==> config.mk <==
export PLATFORM = sky130hd
export DESIGN_NAME = result_collector
export DESIGN_NICKNAME = d
export VERILOG_FILES = /design/src/rtl/result_collector_pkg.sv /design/src/rtl/rc_sync_fifo.sv /design/src/rtl/result_collector.sv
export SDC_FILE = /design/constraint.sdc
export NUM_CORES = 1
export LEC_CHECK = 0
export CAP_MARGIN = 0
export CORE_MARGIN = 1.5
export CORE_UTILIZATION = 56
export DETAILED_ROUTE_END_ITERATION = 8
export PLACE_DENSITY_LB_ADDON = 0.3
export REMOVE_ABC_BUFFERS = 1
export SLEW_MARGIN = 30
export SYNTH_ARGS = -nofsm -noshare
export SYNTH_HDL_FRONTEND = slang
export SYNTH_SLANG_ARGS = --single-unit
==> constraint.sdc <==
create_clock -name clk -period 2.6 [get_ports clk]
set_input_delay 0.52 -clock clk [delete_from_list [all_inputs] [get_ports clk]]
set_output_delay 0.52 -clock clk [all_outputs]
set_load 0.05 [all_outputs]
==> src/rtl/result_collector_pkg.sv <==
// Record layout shared by the collector and the downstream logger.
// A record is {unit index, sampled value}; the value sits in bit 0.
package result_collector_pkg;

    localparam int NUM_UNITS_DEF = 4;
    localparam int UNIT_W_DEF    = $clog2(NUM_UNITS_DEF);
    localparam int REC_W         = UNIT_W_DEF + 1;
    localparam int REC_VAL_LSB   = 0;
    localparam int REC_UNIT_LSB  = 1;

    typedef struct packed {
        logic [UNIT_W_DEF-1:0] unit;
        logic                  val;
    } rec_t;

    function automatic int rec_width(input int num_units);
        return $clog2(num_units) + 1;
    endfunction

endpackage

==> src/rtl/rc_sync_fifo.sv <==
// First-word fall-through FIFO: a push into an empty FIFO is visible next cycle.
// Accepts a push when full if a pop happens in the same cycle; fill is registered.
module rc_sync_fifo #(
    parameter  int WIDTH = 3,
    parameter  int DEPTH = 8,
    localparam int AW    = $clog2(DEPTH)
) (
    input  logic             clk,
    input  logic             rst,
    input  logic             push_vld,
    output logic             push_rdy,
    input  logic [WIDTH-1:0] push_dat,
    output logic             pop_vld,
    input  logic             pop_rdy,
    output logic [WIDTH-1:0] pop_dat,
    output logic [AW:0]      fill
);

    logic [AW:0]      wr_ptr_q, wr_ptr_d;
    logic [AW:0]      rd_ptr_q, rd_ptr_d;
    logic [WIDTH-1:0] mem_q [DEPTH];
    logic [WIDTH-1:0] mem_d [DEPTH];
    logic             empty, full, push_fire, pop_fire;

    // Extra pointer bit distinguishes full from empty when the addresses match.
    assign empty     = (wr_ptr_q == rd_ptr_q);
    assign full      = (wr_ptr_q[AW] != rd_ptr_q[AW]) &&
                       (wr_ptr_q[AW-1:0] == rd_ptr_q[AW-1:0]);
    assign pop_vld   = !empty;
    assign pop_fire  = pop_vld && pop_rdy;
    assign push_rdy  = !full || pop_fire;
    assign push_fire = push_vld && push_rdy;
    assign pop_dat   = pop_vld ? mem_q[rd_ptr_q[AW-1:0]] : '0;
    assign fill      = wr_ptr_q - rd_ptr_q;

    always_comb begin
        wr_ptr_d = wr_ptr_q;
        rd_ptr_d = rd_ptr_q;
        mem_d    = mem_q;
        if (push_fire) begin
            mem_d[wr_ptr_q[AW-1:0]] = push_dat;
            wr_ptr_d                = wr_ptr_q + 1'b1;
        end
        if (pop_fire) begin
            rd_ptr_d = rd_ptr_q + 1'b1;
        end
    end

    always_ff @(posedge clk) begin
        if (rst) begin
            wr_ptr_q <= '0;
            rd_ptr_q <= '0;
        end else begin
            wr_ptr_q <= wr_ptr_d;
            rd_ptr_q <= rd_ptr_d;
        end
    end

    always_ff @(posedge clk) begin
        mem_q <= mem_d;
    end

endmodule

==> src/rtl/result_collector.sv <==
// Samples unit outputs on sample_en and queues one {unit, value} record per change, lowest index first.
// Record reaches the head two cycles after the sample; a full FIFO holds changes pending (sticky overflow).
module result_collector
    import result_collector_pkg::*;
#(
    parameter  int NUM_UNITS = 4,
    parameter  int DEPTH     = 8,
    localparam int UNIT_W    = $clog2(NUM_UNITS),
    localparam int FILL_W    = $clog2(DEPTH) + 1
) (
    input  logic                 clk,
    input  logic                 rst,
    input  logic [NUM_UNITS-1:0] z_in,
    input  logic                 sample_en,
    output logic                 rec_valid,
    input  logic                 rec_ready,
    output logic [UNIT_W-1:0]    rec_unit,
    output logic                 rec_val,
    output logic                 overflow,
    output logic                 coalesced,
    output logic [FILL_W-1:0]    fill
);

    localparam int RW = rec_width(NUM_UNITS);

    logic [NUM_UNITS-1:0] prev_q, prev_d;
    logic [NUM_UNITS-1:0] cur_q, cur_d;
    logic [NUM_UNITS-1:0] pend_q, pend_d;
    logic                 overflow_q, overflow_d;
    logic                 coalesced_q, coalesced_d;

    logic [NUM_UNITS-1:0] chg;
    logic [UNIT_W-1:0]    scan_k;
    logic                 push_vld, push_rdy, push_fire;
    logic [RW-1:0]        push_dat, pop_dat;

    assign chg = z_in ^ prev_q;

    always_comb begin
        scan_k = '0;
        for (int i = NUM_UNITS - 1; i >= 0; i--) begin
            if (pend_q[i]) begin
                scan_k = UNIT_W'(i);
            end
        end
    end

    assign push_vld  = |pend_q;
    assign push_fire = push_vld && push_rdy;

    // The value pushed is whatever was sampled last, so a change-and-back yields one record.
    always_comb begin
        push_dat                           = '0;
        push_dat[REC_VAL_LSB]              = cur_q[scan_k];
        push_dat[REC_UNIT_LSB +: UNIT_W]   = scan_k;
    end

    always_comb begin
        prev_d      = prev_q;
        cur_d       = cur_q;
        pend_d      = pend_q;
        overflow_d  = overflow_q | (push_vld && !push_rdy);
        coalesced_d = coalesced_q;
        if (push_fire) begin
            pend_d[scan_k] = 1'b0;
        end
        // Applied after the clear so a fresh change on the pushed unit is kept.
        if (sample_en) begin
            prev_d      = z_in;
            cur_d       = z_in;
            pend_d      = pend_d | chg;
            coalesced_d = coalesced_q | (|(pend_q & chg));
        end
    end

    always_ff @(posedge clk) begin
        if (rst) begin
            prev_q      <= '0;
            cur_q       <= '0;
            pend_q      <= '0;
            overflow_q  <= 1'b0;
            coalesced_q <= 1'b0;
        end else begin
            prev_q      <= prev_d;
            cur_q       <= cur_d;
            pend_q      <= pend_d;
            overflow_q  <= overflow_d;
            coalesced_q <= coalesced_d;
        end
    end

    rc_sync_fifo #(
        .WIDTH (RW),
        .DEPTH (DEPTH)
    ) u_fifo (
        .clk      (clk),
        .rst      (rst),
        .push_vld (push_vld),
        .push_rdy (push_rdy),
        .push_dat (push_dat),
        .pop_vld  (rec_valid),
        .pop_rdy  (rec_ready),
        .pop_dat  (pop_dat),
        .fill     (fill)
    );

    assign rec_unit  = pop_dat[REC_UNIT_LSB +: UNIT_W];
    assign rec_val   = pop_dat[REC_VAL_LSB];
    assign overflow  = overflow_q;
    assign coalesced = coalesced_q;

endmodule

==> results of run 1 <==
==> worst max-delay path: stages (launching register included) <==
cell	delay [ps]
dfxtp_1	410
inv_1	140
ha_1	390
nand3_2	190
nor2_4	80
a21oi_1	250
buf_12	180
==> flip-flops by register name, indices dropped and copies added, names as in the netlist <==
signal,flops
pend_q,4
u_fifo.mem_q,24
cur_q,4
overflow,1
coalesced,1
u_fifo.wr_ptr_q,4
u_fifo.rd_ptr_q,4
==> cells by family (layout without fill, tap and decap cells) <==
family	Yosys count	in the layout	share of synthesized area, %
AO/OA/AOI/OAI	30	30	9.32
XOR/XNOR	12	12	5.36
adder cells (fa/ha/maj)	6	6	4.21
buffers and inverters	20	40	4.92
flip-flops	42	42	55.2
multiplexers	12	12	9.96
AND/OR/NAND/NOR	47	47	11.0
==> layout make-up <==
| cell class | instances | share of cell area [%] |
|---|---|---|
| flip-flops and latches | 42 | 47.1 |
| clock inverters | 2 | 0.544 |
| multi-input cells | 107 | 35.1 |
| well taps | 46 | 2.50 |
| clock buffers | 6 | 1.80 |
| inverters | 11 | 1.80 |
| repair buffers | 21 | 11.1 |
==> per-layer routing <==
layer,vias up,part of all wire (%),track usage [%]
met5,-,0,0
met4,0,3.7,10.8
met3,14,3.9,5.98
met2,34,52,38.2
met1,631,40,23.5
li1,644,-,-
==> where the power goes <==
| part | switching [mW] | internal, mW |
|---|---|---|
| Clock | 0.200 | 0.107 |
| Sequential | 0.0364 | 0.754 |
| Combinational | 0.580 | 0.439 |
==> stage by stage <==
step | utilization [%] | setup TNS (ps)
2_1_floorplan | - | 0
3_3_place_gp | 66.4 | 0
3_5_place_dp | 66.4 | 0
4_1_cts | 68.1 | -11.5
5_1_grt | 68.9 | 0
6_report | 68.9 | 0
==> final timing paths <==
check,slack (ps),from,end,cells after the start
worst min-delay path,470,coalesced$_SDFFE_PP0P_,coalesced$_SDFFE_PP0P_,2
worst min register to register,470,coalesced$_SDFFE_PP0P_,coalesced$_SDFFE_PP0P_,2
worst max-delay path,120,u_fifo.rd_ptr_q[2]$_SDFFE_PP0P_,rec_unit[0],6
worst max register to register,390,u_fifo.rd_ptr_q[2]$_SDFFE_PP0P_,u_fifo.mem_q[20]$_DFFE_PP_,6
==> Yosys cell counts, drive strengths merged <==
master	n	area, sq um
nor2	18	67.6
or3	2	15.0
nor4	1	6.26
xor2	7	61.3
o21ai	7	35.0
a22o	2	18.8
dfxtp	18	360
a21o	1	7.51
a21oi	14	70.1
nand3	2	10.0
nand2b	1	6.26
clkbuf	4	15.0
o31ai	2	20.0
xnor2	5	43.8
and3	1	6.26
ha	5	62.6
mux2i	6	60.1
nand3b	1	7.51
nor3	7	35.0
or2	1	6.26
buf	5	40.0
mux4	6	135
inv	11	41.3
or4	1	11.3
nand2	12	45.0
o41ai	1	8.76
fa	1	20.0
edfxtp	24	721
a22oi	1	7.51
o211ai	2	15.0
==> what timing repair did <==
item | CTS | global route
pin swaps | 0 | 0
hold endpoints to repair | 0 | 0
resized for setup | 1 | 5
endpoints found under the setup margin | 5 | 6
==> metrics.cfg, run 1 <==
[finish]
antenna_cells = 0
area_delta_synth_final_pct = 17.3
design_area_sq_mm = 0.00230
multi_input_area_sq_um = 807
drive_gt1_share_pct = 19.0
layout.cells.non_filler = 235
n_fill_cell = 264
final_common_cell = edfxtp_1
mostFrequentLayoutCells = 24 x edfxtp_1, 17 x nor2_1, 16 x dfxtp_1, 14 x a21oi_1, 12 x nand2_1
seq_area_sq_mm = 0.00108
num-nets-final = 202

[clock_network]
hold_buffers = 0
cts_setup_buffers = 0
htree_levels = 2
cts_made_buffers = 5
clk_latency_ps = 350
cts_tree = yes
clkTransAtPathRegs_ps = 110
clock-root-buffer = clkbuf_4
cts_sinks = 42
clk_path_buf_depth = 2

[placed_design]
io_buffers = 17
gp_congestion = 0.827
place_inst = 227
pre_cts_ws_ps = 322
hpwlAfterDp_microns = 2860
placed_area_sq_mm = 0.00222

[global_route]
antenna_found_initial = 0
grt_overflow = 0
grt_max_degree = 19
grt_pass1_vias = 1387
grt_pass1_wl_microns = 6340
track_usage_pct = 21.5

[sta]
min_period_ps = 2480
clock-skew-final_ps = 6.40
fin_ws_ps = 115
finalHoldViolCount = 0
rsz0062_at_grt = false
max_slew_margin_pct = 52.8
setup_violations = 0
slew_violations = 0
fin_crit_sh_pct = 95.6
fmax_mhz = 402
whs_ps = 467
tightest_slew_ps = 701

[floorplan]
rows = 21
coreArea_sq_mm = 0.00334
fp.dieH_microns = 62.2
pin_count = 18
fp.dieArea_sq_mm = 0.00386
die_x_microns = 62.2
start_util_pct = 58.7

[min_path]
worstHoldPathType = flop to flop

[route]
via_per_inst = 5.63
ant_nets = 0
wl_per_cell_microns = 15.9
firstDrtPassIters = 4
drcViolationCount = 0
vias = 1323
first_iter_violations = 31
wl_microns = 3750

[critical_path]
end_kind = output pin
path_max_fanout = 6
path_class = flop to output pin
cp_data_required_time_ps = 2080
arrival_ps = 1960
crit_path_start_kind = flop

[power_and_ir_drop]
max-vdd-ir-drop_mv = 0.461
fin_total_pwr_mw = 2.12
p_per_area_mw_per_mm2 = 921
p_leak_nw = 0.866

[yosys]
seq_area_frac_synth_pct = 55.2
ys_warn_count = 0
synthCells = 169
syn_area_per_cell_sq_um = 11.6
syn-cell-area_sq_mm = 0.00196
ys_types = 34
yosys_register_bits = 42

[run_status]
outcome = finished clean

[run]
drv_cap = 0

Power figures use the tool's default switching activity.
==> run 2: changes to the inputs <==
--- a/config.mk
+++ b/config.mk
@@ -7,7 +7,7 @@
 export LEC_CHECK = 0
 export CAP_MARGIN = 0
 export CORE_MARGIN = 1.5
-export CORE_UTILIZATION = 56
+export CORE_UTILIZATION = 51
 export DETAILED_ROUTE_END_ITERATION = 8
 export PLACE_DENSITY_LB_ADDON = 0.3
 export REMOVE_ABC_BUFFERS = 1
==> constraint.sdc (replaced) <==
create_clock -name clk -period 2.2 [get_ports clk]
set_input_delay 0.44 -clock clk [delete_from_list [all_inputs] [get_ports clk]]
set_output_delay 0.44 -clock clk [all_outputs]
set_load 0.05 [all_outputs]
==> run 2 against run 1 <==
- flip-flop and latch count stayed put
- utilization is 0.90 points lower
- sequential share of layout area is 4.0 points lower
- non-clock buffer count is 12 higher
- setup slack worse by 21 ps
- die area is 9.3% higher
- first-iteration DRC count is 29% higher
- critical endpoint is now fill[2]
- sequential power is 18% higher
- register-to-register slack worse by 170 ps
- critical path type unchanged
- highest routed layer unchanged
- clock-buffer cell count stayed put
==> metrics.cfg, run 2 (synthesis results as in run 1) <==
[power_and_ir_drop]
p_per_area_mw_per_mm2 = 1130  ; +22%
fin_total_pwr_mw = 2.83  ; +34%
p_leak_nw = 0.959  ; +11%
max-vdd-ir-drop_mv = 0.549  ; +19%

[finish]
num-nets-final = 214  ; +5.9%
largest_reg_flops = 24  ; unchanged
n_fill_cell = 270  ; +2.3%
design_area_sq_mm = 0.00251  ; +9.1%
area_delta_synth_final_pct = 28.0
mostFrequentLayoutCells = 24 x edfxtp_1, 17 x nor2_1, 17 x dfxtp_1, 16 x buf_4, 12 x nand2_1
largest-register = u_fifo.mem_q
antenna_cells = 0  ; unchanged
final_common_cell = edfxtp_1
drive_gt1_share_pct = 27.9  ; +8.8 points

[sta]
fmax_mhz = 475
fin_ws_ps = 94.4  ; -21.1 ps
rsz0062_at_grt = false
tightest_slew_ps = 545  ; -155 ps
slew_violations = 0  ; unchanged
max_slew_margin_pct = 63.5  ; +11 points
clock-skew-final_ps = 1.43  ; -4.97 ps
min_period_ps = 2110
setup_violations = 0  ; unchanged
finalHoldViolCount = 0  ; unchanged
fin_crit_sh_pct = 95.7

[critical_path]
crit_path_cell_trace = inv_1 > ha_2 > fa_2 > xnor2_2 > buf_12
path_buf_inv = 2  ; unchanged
critPathSlowestCell = dfxtp_1
path_class = flop to output pin
path_delay_family = adder cells
rrSetupSlack_ps = 220  ; -170 ps
end_kind = output pin
critPathMaxStageDelay_ps = 350  ; -60 ps
path_max_fanout = 3  ; -3
cp.depth = 5  ; -1
crit_path_start_kind = flop
rr_worst_depth = 6  ; unchanged
arrival_ps = 1670  ; -290 ps
rr_startpoint = u_fifo.rd_ptr_q[2]$_SDFFE_PP0P_
cp_data_required_time_ps = 1760  ; -320 ps
worstReg2RegEnd = u_fifo.mem_q[18]$_DFFE_PP_

[clock_network]
cts_sinks = 42  ; unchanged
clkTransAtPathRegs_ps = 70  ; -40 ps
htree_levels = 2  ; unchanged
clk_path_buf_depth = 2  ; unchanged
cts_tree = yes
cts_made_buffers = 5  ; unchanged
clock-root-buffer = clkbuf_8
clk_latency_ps = 280  ; -70 ps

[floorplan]
coreArea_sq_mm = 0.00369  ; +11%
fp.dieArea_sq_mm = 0.00422  ; +9.3%
die_x_microns = 65.0  ; +4.6%
fp.dieH_microns = 65.0  ; +4.6%
start_util_pct = 53.1  ; -5.6 points
pin_count = 18  ; unchanged
rows = 22  ; +4.8%

[global_route]
grt_pass1_wl_microns = 6350  ; +0.11%
grt_overflow = 0  ; unchanged
antenna_found_initial = 0  ; unchanged
grt_max_degree = 14  ; -5
track_usage_pct = 19.9  ; -1.6 points
grt_pass1_vias = 1369  ; -1.3%

[run_status]
outcome = finished clean

[route]
drcViolationCount = 0  ; unchanged
vias = 1343  ; +1.5%
first_iter_violations = 40  ; +29%
ant_nets = 0  ; unchanged
wl_per_cell_microns = 15.0  ; -6.3%
firstDrtPassIters = 4  ; unchanged
wl_microns = 3720  ; -0.67%
via_per_inst = 5.39  ; -4.2%

[placed_design]
placed_area_sq_mm = 0.00232  ; +4.7%
hpwlAfterDp_microns = 2790  ; -2.4%
gp_congestion = 0.841  ; +1.6%
io_buffers = 17  ; unchanged
pre_cts_ws_ps = 74.0  ; -248 ps

[run]
drv_cap = 0  ; unchanged

[min_path]
worstHoldPathType = flop to flop
worstHoldEndpoint = coalesced$_SDFFE_PP0P_
hold_depth = 2  ; unchanged
min_from = coalesced$_SDFFE_PP0P_

## run 2: changes by cell type in the layout (fill, tap and decap cells not counted), sizes merged
| cell | before | now |
|---|---|---|
| buf | 12 | 24 |
| bufinv | 0 | 1 |
| clkinv | 1 | 0 |
| clkinvlp | 0 | 1 |
| inv | 12 | 11 |
## run 2: through the flow
step	hold slack, ps	instances	setup TNS, ps	util, %
2_1_floorplan	488	160	-807	-
4_1_cts	469	249	0	66.6
3_5_place_dp	452	241	0	63.0
3_3_place_gp	440	241	0	63.0
6_report	465	249	0	68.0
5_1_grt	505	249	0	68.0
## run 2: layout make-up
| class | instances | area (sq um) | area share (%) |
|---|---|---|---|
| repair buffers | 33 | 362 | 14.4 |
| multi-input cells | 107 | 852 | 34.0 |
| inverters | 11 | 41.3 | 1.65 |
| well taps | 48 | 60.1 | 2.40 |
| clock buffers | 6 | 72.6 | 2.89 |
| clock inverters | 2 | 37.5 | 1.50 |
| flip-flops and latches | 42 | 1080 | 43.2 |
## run 2: worst max-delay path by stage
| stage | start | end | slack [ps] |
|---|---|---|---|
| floorplan | u_fifo.rd_ptr_q[1]$_SDFFE_PP0P_ | rec_unit[0] | -180 |
| global placement | rec_ready | u_fifo.mem_q[19]$_DFFE_PP_ | 160 |
| detailed placement | rec_ready | u_fifo.mem_q[20]$_DFFE_PP_ | 70 |
| CTS | u_fifo.rd_ptr_q[2]$_SDFFE_PP0P_ | rec_val | 8 |
| global route | u_fifo.rd_ptr_q[0]$_SDFFE_PP0P_ | rec_val | 9 |
| finish | u_fifo.wr_ptr_q[0]$_SDFFE_PP0P_ | fill[2] | 90 |
## run 2: timing repair
action / 4_1_cts / 5_1_grt
setup endpoints to repair: 5 / 6
pin swaps: 0 / 4
setup buffers: 0 / 0
gates resized for setup: 6 / 10
hold buffers: 0 / 0
## run 2: power breakdown
group / switching (mW) / internal (mW) / leakage [nW]
logic: 0.714 / 0.601 / 0.538
clock network: 0.241 / 0.338 / 0.0514
registers: 0.0427 / 0.892 / 0.370
total: 0.998 / 1.83 / 0.959
## run 2: worst reg2reg max path, stage by stage, from the launching register on
cell and delay, ps:
dfxtp_1 340, inv_1 70, ha_2 340, nand3_4 140, o31ai_2 80, or2_2 300
nor3_1 360
## run 2: metal layers
metal  track usage, %  share of wire [%]  up-vias
met2             35.7                 55       17
li1                 -                  -      664
met3             3.82                2.2        2
met5                0                  0        -
met1             24.4                 43      660
met4             5.32               0.46        0
